File: src/rtl/riscv_pkg.sv
// Shared RISC-V front-end definitions: datapath width, reset PC, major opcodes and
// instruction field positions. Imported by the fetch unit, control unit and decoder.
package riscv_pkg;

  localparam int unsigned XLEN     = 32;
  localparam int unsigned INST_W   = 32;
  localparam logic [31:0] RESET_PC = 32'h0000_0000;

  // Major opcodes (inst[6:0])
  localparam logic [6:0] OP_LUI    = 7'b0110111;
  localparam logic [6:0] OP_AUIPC  = 7'b0010111;
  localparam logic [6:0] OP_JAL    = 7'b1101111;
  localparam logic [6:0] OP_JALR   = 7'b1100111;
  localparam logic [6:0] OP_BRANCH = 7'b1100011;
  localparam logic [6:0] OP_LOAD   = 7'b0000011;
  localparam logic [6:0] OP_STORE  = 7'b0100011;
  localparam logic [6:0] OP_IMM    = 7'b0010011;
  localparam logic [6:0] OP_REG    = 7'b0110011;
  localparam logic [6:0] OP_SYSTEM = 7'b1110011;

  // Instruction field slice positions
  localparam int unsigned OP_LSB  = 0;
  localparam int unsigned OP_MSB  = 6;
  localparam int unsigned RD_LSB  = 7;
  localparam int unsigned RD_MSB  = 11;
  localparam int unsigned F3_LSB  = 12;
  localparam int unsigned F3_MSB  = 14;
  localparam int unsigned RS1_LSB = 15;
  localparam int unsigned RS1_MSB = 19;
  localparam int unsigned RS2_LSB = 20;
  localparam int unsigned RS2_MSB = 24;
  localparam int unsigned F7_LSB  = 25;
  localparam int unsigned F7_MSB  = 31;

  // True for opcodes that can change control flow once resolved downstream.
  function automatic logic is_ctrl_flow(input logic [6:0] op);
    return (op == OP_JAL) || (op == OP_JALR) || (op == OP_BRANCH);
  endfunction

endpackage

File: src/rtl/fetch_fifo.sv
// Response buffer for the fetch unit: DEPTH-entry FIFO carrying {pc, inst} pairs.
// Ports:
//   clk, rst_n             clock, async active-low reset
//   flush                  synchronous clear, wins over push/pop
//   push, push_pc/inst     write one entry (dropped if full and not popping)
//   pop                    consume head (ignored when empty)
//   empty, count           occupancy status
//   head_pc, head_inst     current head entry (undefined when empty)
module fetch_fifo #(
  parameter int unsigned XLEN  = 32,
  parameter int unsigned DEPTH = 2,
  localparam int unsigned CntW = $clog2(DEPTH + 1)
) (
  input  logic            clk,
  input  logic            rst_n,
  input  logic            flush,
  input  logic            push,
  input  logic [XLEN-1:0] push_pc,
  input  logic [31:0]     push_inst,
  input  logic            pop,
  output logic            empty,
  output logic [CntW-1:0] count,
  output logic [XLEN-1:0] head_pc,
  output logic [31:0]     head_inst
);

  localparam int unsigned PtrW = (DEPTH > 1) ? $clog2(DEPTH) : 1;

  logic [XLEN-1:0] pc_mem   [DEPTH];
  logic [31:0]     inst_mem [DEPTH];
  logic [PtrW-1:0] wr_ptr_q, rd_ptr_q;
  logic [CntW-1:0] count_q, count_d;
  logic            full, push_en, pop_en;

  // Wrapping increment that also works for non-power-of-two depths.
  function automatic logic [PtrW-1:0] ptr_inc(input logic [PtrW-1:0] p);
    return (p == PtrW'(DEPTH - 1)) ? '0 : p + PtrW'(1);
  endfunction

  assign empty   = (count_q == '0);
  assign full    = (count_q == CntW'(DEPTH));
  assign pop_en  = pop && !empty;
  assign push_en = push && (!full || pop_en);

  always_comb begin
    count_d = count_q;
    case ({push_en, pop_en})
      2'b10:   count_d = count_q + CntW'(1);
      2'b01:   count_d = count_q - CntW'(1);
      default: count_d = count_q;
    endcase
    if (flush) count_d = '0;
  end

  always_ff @(posedge clk or negedge rst_n) begin
    if (!rst_n) begin
      wr_ptr_q <= '0;
      rd_ptr_q <= '0;
      count_q  <= '0;
    end else begin
      count_q <= count_d;
      if (flush) begin
        wr_ptr_q <= '0;
        rd_ptr_q <= '0;
      end else begin
        if (push_en) wr_ptr_q <= ptr_inc(wr_ptr_q);
        if (pop_en)  rd_ptr_q <= ptr_inc(rd_ptr_q);
      end
    end
  end

  // Payload storage needs no reset: it is only observed through a non-empty head.
  always_ff @(posedge clk) begin
    if (push_en && !flush) begin
      pc_mem[wr_ptr_q]   <= push_pc;
      inst_mem[wr_ptr_q] <= push_inst;
    end
  end

  assign count     = count_q;
  assign head_pc   = pc_mem[rd_ptr_q];
  assign head_inst = inst_mem[rd_ptr_q];

endmodule

File: src/rtl/instr_fetch_unit.sv
// Instruction-fetch front end. Holds the PC, issues in-order word fetches under a
// credit limit of DEPTH, buffers responses and presents them to decode with the
// opcode/funct fields pre-sliced. A redirect reloads the PC, flushes the buffer and
// arranges for every still-outstanding response to be discarded.
// Ports:
//   clk, rst_n                      clock, async active-low reset
//   imem_req_valid/ready/addr       fetch request channel (word-aligned address)
//   imem_rsp_valid/data             in-order fetch responses
//   redirect_valid/pc               taken branch/jump target from execute
//   dec_ready                       decode accepts the presented instruction
//   inst_valid, inst, inst_pc       instruction presented to decode
//   Op, funct3, funct7              fields of inst
module instr_fetch_unit #(
  parameter int unsigned      XLEN     = riscv_pkg::XLEN,
  parameter logic [XLEN-1:0]  RESET_PC = XLEN'(riscv_pkg::RESET_PC),
  parameter int unsigned      DEPTH    = 2
) (
  input  logic            clk,
  input  logic            rst_n,
  output logic            imem_req_valid,
  input  logic            imem_req_ready,
  output logic [XLEN-1:0] imem_req_addr,
  input  logic            imem_rsp_valid,
  input  logic [31:0]     imem_rsp_data,
  input  logic            redirect_valid,
  input  logic [XLEN-1:0] redirect_pc,
  input  logic            dec_ready,
  output logic            inst_valid,
  output logic [31:0]     inst,
  output logic [XLEN-1:0] inst_pc,
  output logic [6:0]      Op,
  output logic [2:0]      funct3,
  output logic [6:0]      funct7
);

  import riscv_pkg::*;

  localparam int unsigned CntW = $clog2(DEPTH + 1);
  localparam int unsigned PtrW = (DEPTH > 1) ? $clog2(DEPTH) : 1;

  logic [XLEN-1:0] pc_q, pc_d;
  logic [CntW-1:0] inflight_q, inflight_d;
  logic [CntW-1:0] drop_q, drop_d;
  logic            run_q;

  // Request-address tags, one per outstanding request, consumed in response order.
  logic [XLEN-1:0] tag_mem [DEPTH];
  logic [PtrW-1:0] tag_wr_q, tag_rd_q;

  logic            fifo_empty, fifo_push, fifo_pop;
  logic [CntW-1:0] fifo_count;
  logic [XLEN-1:0] head_pc;
  logic [31:0]     head_inst;

  logic [CntW:0]   credit_used;
  logic            req_fire, rsp_drop;
  logic            unused_redirect_lsb;

  function automatic logic [PtrW-1:0] ptr_inc(input logic [PtrW-1:0] p);
    return (p == PtrW'(DEPTH - 1)) ? '0 : p + PtrW'(1);
  endfunction

  // Buffered plus outstanding words may never exceed the buffer size, so every
  // response always has a slot waiting for it.
  assign credit_used    = {1'b0, inflight_q} + {1'b0, fifo_count};
  // run_q keeps the request line low while in reset and for the first cycle after.
  assign imem_req_valid = run_q && !redirect_valid && (credit_used < (CntW + 1)'(DEPTH));
  assign imem_req_addr  = pc_q;
  assign req_fire       = imem_req_valid && imem_req_ready;
  assign rsp_drop       = imem_rsp_valid && (drop_q != '0);

  assign fifo_push = imem_rsp_valid && !rsp_drop && !redirect_valid;
  assign fifo_pop  = inst_valid && dec_ready;

  always_comb begin
    pc_d       = pc_q;
    inflight_d = inflight_q;
    drop_d     = drop_q;
    if (req_fire) begin
      pc_d       = pc_q + XLEN'(4);
      inflight_d = inflight_q + CntW'(1);
    end
    if (imem_rsp_valid) begin
      inflight_d = inflight_d - CntW'(1);
      if (rsp_drop) drop_d = drop_q - CntW'(1);
    end
    if (redirect_valid) begin
      pc_d   = {redirect_pc[XLEN-1:2], 2'b00};
      // No request fires this cycle, so inflight_d already excludes a same-cycle
      // response; everything still outstanding belongs to the old path.
      drop_d = inflight_d;
    end
  end

  always_ff @(posedge clk or negedge rst_n) begin
    if (!rst_n) begin
      pc_q       <= RESET_PC;
      inflight_q <= '0;
      drop_q     <= '0;
      run_q      <= 1'b0;
      tag_wr_q   <= '0;
      tag_rd_q   <= '0;
    end else begin
      pc_q       <= pc_d;
      inflight_q <= inflight_d;
      drop_q     <= drop_d;
      run_q      <= 1'b1;
      if (req_fire)       tag_wr_q <= ptr_inc(tag_wr_q);
      if (imem_rsp_valid) tag_rd_q <= ptr_inc(tag_rd_q);
    end
  end

  always_ff @(posedge clk) begin
    if (req_fire) tag_mem[tag_wr_q] <= pc_q;
  end

  fetch_fifo #(
    .XLEN  (XLEN),
    .DEPTH (DEPTH)
  ) u_fifo (
    .clk       (clk),
    .rst_n     (rst_n),
    .flush     (redirect_valid),
    .push      (fifo_push),
    .push_pc   (tag_mem[tag_rd_q]),
    .push_inst (imem_rsp_data),
    .pop       (fifo_pop),
    .empty     (fifo_empty),
    .count     (fifo_count),
    .head_pc   (head_pc),
    .head_inst (head_inst)
  );

  // Zero the outputs when nothing is presented so reset and idle read as all-zero.
  assign inst_valid = !fifo_empty;
  assign inst       = inst_valid ? head_inst : '0;
  assign inst_pc    = inst_valid ? head_pc : '0;
  assign Op         = inst[OP_MSB:OP_LSB];
  assign funct3     = inst[F3_MSB:F3_LSB];
  assign funct7     = inst[F7_MSB:F7_LSB];

  assign unused_redirect_lsb = ^redirect_pc[1:0];

endmodule

File: config.mk
export PLATFORM = sky130hd
export DESIGN_NAME = instr_fetch_unit
export DESIGN_NICKNAME = d
export VERILOG_FILES = /design/src/rtl/riscv_pkg.sv /design/src/rtl/fetch_fifo.sv /design/src/rtl/instr_fetch_unit.sv
export SDC_FILE = /design/constraint.sdc
export NUM_CORES = 1
export LEC_CHECK = 0
export CAP_MARGIN = 20
export CORE_UTILIZATION = 35
export CTS_CLUSTER_SIZE = 30
export DETAILED_ROUTE_END_ITERATION = 8
export PLACE_DENSITY = 0.62
export SLEW_MARGIN = 10
export SYNTH_ARGS = -nofsm -noshare
export SYNTH_HDL_FRONTEND = slang
export SYNTH_SLANG_ARGS = --single-unit
File: constraint.sdc
create_clock -name clk -period 11.2 [get_ports clk]
set_input_delay 3.36 -clock clk [delete_from_list [all_inputs] [get_ports clk]]
set_output_delay 3.36 -clock clk [all_outputs]
set_load 0.02 [all_outputs]
---- After elaboration in Yosys (flattened, before gate mapping) ----
Memories as Yosys holds them, arrays and structs flattened.
Index checks and enable logic that the tools add are counted.
word-level totals
  bits in registers ....................... 43
  latch bits .............................. 0
  RAM bits ................................ 192
  ROM bits ................................ 0
  input bits .............................. 70
  output and inout port bits .............. 115
  word-level logic and storage cells ...... 74
  memories ................................ 3
operators by class
  add/sub/neg operators ................... 11
  $mul .................................... 0
  divide/modulo/power cells ............... 0
  $lt $le $gt $ge ......................... 1
  equal/unequal tests ..................... 3
  shift-type cells ........................ 0
  mux-type cells .......................... 23
  bitwise operators ....................... 0
  reduce and logical (&&, ||, !) cells .... 24
memories
  memory           depth  bits a word  rd ports  clocked after Yosys merged registers in  write ports  RTL line                text
  tag_mem          2      32           1         0                                        1            instr_fetch_unit.sv:47  logic [XLEN-1:0] tag_mem [DEPTH];
  u_fifo.inst_mem  2      32           1         0                                        1            fetch_fifo.sv:30        logic [31:0] inst_mem [DEPTH];
  u_fifo.pc_mem    2      32           1         0                                        1            fetch_fifo.sv:29        logic [XLEN-1:0] pc_mem [DEPTH];
operators by type and width
  operator                                                                       number
  32-bit two-way mux                                                             4
  32-bit by 3-bit adder with 32-bit output (second input constant)               1
  1-bit two-way mux                                                              12
  2-bit two-way mux                                                              6
  2-bit nonzero test                                                             6
  1-bit logical AND                                                              10
  2-bit by 1-bit subtractor with 2-bit output (second input constant)            3
  1-bit adder (second input constant)                                            4
  2-bit by 1-bit adder with 2-bit output (second input constant)                 2
  2-bit == test (second input constant)                                          2
  1-bit zero test                                                                4
  2-bit one-hot mux with 2 select lines                                          1
  2-bit by 2-bit adder with 3-bit output                                         1
  3-bit by 2-bit less-than comparator with 1-bit output (second input constant)  1
  3-bit nonzero test                                                             1
  2-bit by 1-bit == test with 1-bit output (second input constant)               1
  2-bit zero test                                                                1
  2-bit AND reduction                                                            1
  1-bit logical OR                                                               1

---- Longest topological paths before layout ----
  depth in word-level cells ............... 9
  mapped depth ............................ 9
  gate-level depth less buffers ........... 7

---- Modules after synthesis ----
Synthesis repeated with hierarchy kept, for this count alone.
unflattened totals
  cell total of the unflattened synthesis .. 648
  area total of the unflattened synthesis .. 9,764.4 um^2
by module, submodules not included
  module            times used  cells an instance  area an instance (um^2)  sequential area each (um^2)
  instr_fetch_unit  1           424                4,922.2                  2,727.6
  fetch_fifo        1           224                4,842.1                  3,943.8

---- Worst setup path before layout ----
No wires, ideal clock.
  kind .................................... input to register
  start point ............................. in redirect_valid
  end point ............................... reg u_fifo.wr_ptr_q
  library setup time ...................... 0.111 ns
  arrival time ............................ 10.115 ns
  data required time ...................... 11.089 ns
  path slack .............................. 0.975 ns
  cell stages on the path ................. 3
  buffers on the path ..................... 1
  path through ............................ clkbuf_1 nor4_1 o21bai_1
on the way
  longest elaborated chain between the ends .. 4
  elaborated cells between the ends (all ways) .. 5
  those cells by class .................... mux (1); reduce/logical (4)
ends and longest elaborated chain
  item                          RTL line                text
  start, declared               instr_fetch_unit.sv:25  input logic redirect_valid,
  1-bit zero test               instr_fetch_unit.sv:72  assign fifo_push = imem_rsp_valid && !rsp_drop && !redirect_valid;
  1-bit logical AND             instr_fetch_unit.sv:72
  1-bit logical AND             fetch_fifo.sv:43        assign push_en = push && (!full || pop_en);
  2-bit nonzero test (no line)  --
  end signal, assigned          fetch_fifo.sv:66        if (push_en) wr_ptr_q <= ptr_inc(wr_ptr_q);
  end, declared                 fetch_fifo.sv:31        logic [PtrW-1:0] wr_ptr_q, rd_ptr_q;
Several ways; a longest one is shown, not always the timed one.
A chain may end at the register's enable or synchronous reset.

---- Worst setup path after layout ----
  start point ............................. in redirect_valid
  end point ............................... out imem_req_valid
on the way
  longest elaborated chain between the ends .. 3
ends and longest elaborated chain
  item                             RTL line                text
  1-bit zero test                  instr_fetch_unit.sv:67  assign imem_req_valid = run_q && !redirect_valid && (credit_used < (CntW + 1)'(DEPTH));
  1-bit logical AND (2 in series)  instr_fetch_unit.sv:67
  end, declared                    instr_fetch_unit.sv:20  output logic imem_req_valid,
Every way passes these cells.

==> reports/qor.txt <==
Peak supply drop -> 0.00009132 V
Crit-path max FO -> 51
Slew HR -> 0.3346
Failing checks -> DRC
Lkg Pwr -> 4.175 nW
HP Class -> reg2reg
Vias/cell -> 4.937
Final hold viol count -> 0
Final ANT Viol Nets -> 0
Maxcap violations -> 0
Yosys top cell by area -> edfxtp_1
Number of buffer and inverter stages on the critical path -> 3
Status -> finished, violations left
Final slew viol count -> 0
DP HPWL -> 12880 µm
Final TNS setup -> 0 ps
Clk Latency, worst-skew pair -> 510 ps
Post-route cell area -> 12300 µm²
Library cells used by synthesis -> 52
CTS Hold Bufs -> 0
Final setup viols -> 0
CTS Buf Count -> 25
Max clock buf depth -> 3
H-tree depth -> 1
CP max stage delay -> 690 ps
Multi-input logic area -> 2561 µm²
Antenna violations before repair -> 1
Post-Route WL -> 20660 µm
Commonest non-fill, non-tap cell in the layout -> edfxtp_1
Gr usage total -> 0.1487
Final Wtd Congestion -> 0.7693
Die H -> 166.2 µm
Share of the yosys chip area belonging to registers -> 0.6946
Critical path data arrival time -> 4930 ps
Period utilisation layout -> 0.7399
DRC Markers -> 21
Largest net degree at the start of global routing -> 63
Area contributors post-synth -> edfxtp_1 (59%), dfrtp_1 (11%), mux2i_1 (6.9%), mux2_2 (3.6%), nor2_1 (3.3%)
Clk_skew -> 8.630 ps
Nets -> 892
I/O Pins -> 185
First DRT Iteration DRCs -> 342
Vias in the first global route -> 5710
Worst Max-Slew Pin Slew -> 995.8 ps
Ant. Diodes -> 0
Grt ovf -> 0
WL/cell -> 17.61 µm
FMAX -> 120.7 MHz
Post-DP Area -> 11410 µm²
Post-Syn Area per Cell -> 14.44 µm²
Fillers -> 2318
CTS tree -> yes
Post-layout min period -> 8287 ps
Vias -> 5791
First-pass GRT wire length -> 32130 µm
Drt first pass iters -> 6
Most frequent cells in the layout -> edfxtp_1 (184), clkdlybuf4s50_1 (176), nor2_1 (80), mux2i_1 (65), dfrtp_1 (40)
IO buf count -> 178
Clock transition at path regs -> 60 ps
CP top delay family -> buffers and inverters
CTS sink cnt -> 225
Required @ worst endpoint -> 7840 ps
Root Driver -> clkbuf_16
Share of layout cells above drive strength 1 -> 0.1110
#FFs+latches synth -> 225
Worst-path cell chain -> buf_2 -> buf_4 -> nor4b_4 -> clkdlybuf4s50_1
Share of the synthesized area in the top cell type -> 0.5858
Power per cell area -> 196.3 nW/µm²
Critical Path End Type -> output port
Reg area -> 6555 µm²
WS Path Type -> in2out
Die Span X -> 166.2 µm
Post-CTS setup buffer count -> 0
Starting density of the core -> 0.3589
Row Count -> 59
Post-cts repair resize count -> 0
Cell count after synthesis -> 653
Synth Cell Area -> 9432 µm²
Crit path max-delay cell type -> clkdlybuf4s50_1
Yosys warns -> 0
Die area -> 27610 µm²
Unrepaired setup endpoints after global routing -> no
Core area -> 26280 µm²
Layout area overhead -> 30.42%
Critical Path Source Type -> input port
## layout make-up
type                       count  share of cell area
tap                          335             0.03408
clock inverter                17             0.01770
clock buffer                  29             0.05289
inverter                       7            0.002136
multi-input combinational    371              0.2082
timing repair buffer         189              0.1521
sequential                   225              0.5329
## cells in the mapped netlist, drive strengths merged
master,instances
buf,38
clkbuf,15
nor4b,2
and4,3
nand3,16
a211oi,4
a221o,2
o311ai,13
dfrtp,41
nand3b,4
conb,2
nand2b,4
a31oi,8
xor2,2
mux2,30
a21oi,5
and2,8
fa,1
inv,7
a21o,2
nand2,38
mux2i,65
xnor2,4
a32oi,2
nor4,2
nor3,3
a22oi,1
nor2,82
o211ai,6
and3,9
nor2b,6
nand4,11
o21ai,25
nor3b,1
edfxtp,184
a41oi,3
ha,2
o21bai,1
nand4b,1
## per-layer routing
layer | GRT usage | up-vias | part of all wire
met5 | 0 | - | 0.00063
met4 | 0.02844 | 2 | 0.011
met3 | 0.02979 | 22 | 0.071
met2 | 0.2539 | 185 | 0.49
met1 | 0.1969 | 2829 | 0.43
li1 | - | 2753 | -
## cells by family (layout without fill, tap and decap cells)
group | after synthesis | after routing | synth area share
mux | 95 | 95 | 0.1048
xor+xnor | 6 | 6 | 0.005572
flops | 225 | 225 | 0.6946
simple gates | 190 | 190 | 0.1007
buf+inv | 60 | 242 | 0.03754
fa+ha+maj | 3 | 3 | 0.004775
compound gates | 72 | 72 | 0.05121
other cells | 2 | 5 | 0.0007963
## worst register-to-register path: stages, from the launching register on
cell	delay [ps]
dfrtp_1	450
and2_1	210
fa_1	490
nor4b_4	420
nand2_2	530
nor2_4	960
## through the flow
stage	hold slack, ps	worst slack (ps)	power (mW)	std cells	utilization
final	548.7	2913	2.415	1173	0.4681
after global placement	528.8	2920	1.578	1125	0.4338
after detailed placement	541.3	2932	1.588	1126	0.4343
after global routing	573.3	2845	2.519	1173	0.4681
after floorplan	460.8	974.6	1.385	656	-
after CTS	554.8	2921	2.445	1172	0.4673
## sequential cells by signal, indices dropped and copies added, names as in the netlist
signal           flops
u_fifo.count         2
u_fifo.pc_mem       60
imem_req_addr       30
tag_mem             60
drop_q               2
tag_wr_q             1
u_fifo.inst_mem     64
run_q                1
inflight_q           2
u_fifo.wr_ptr_q      1
u_fifo.rd_ptr_q      1
tag_rd_q             1
## final timing paths
kind	from	to	depth (start not counted)	slack (ps)
worst min-delay path	imem_req_addr[17]	tag_mem[0][17]	0	550
max in group asynchronous	rst_n	u_fifo.rd_ptr_q	2	8010
worst max-delay path	redirect_valid	imem_req_valid	4	2910
worst max register to register	u_fifo.count[0]	tag_mem[0][13]	5	7750
worst min register to register	imem_req_addr[17]	tag_mem[0][17]	0	550
min in group asynchronous	rst_n	inflight_q[0]	1	2710
## report_power, final
| group | switching [mW] | internal (mW) | total, mW |
|---|---|---|---|
| sequential | 0.0653 | 1.01 | 1.08 |
| clock | 0.320 | 0.532 | 0.852 |
| combinational | 0.262 | 0.225 | 0.486 |
| total | 0.647 | 1.77 | 2.42 |
Power figures use the tool's default switching activity.
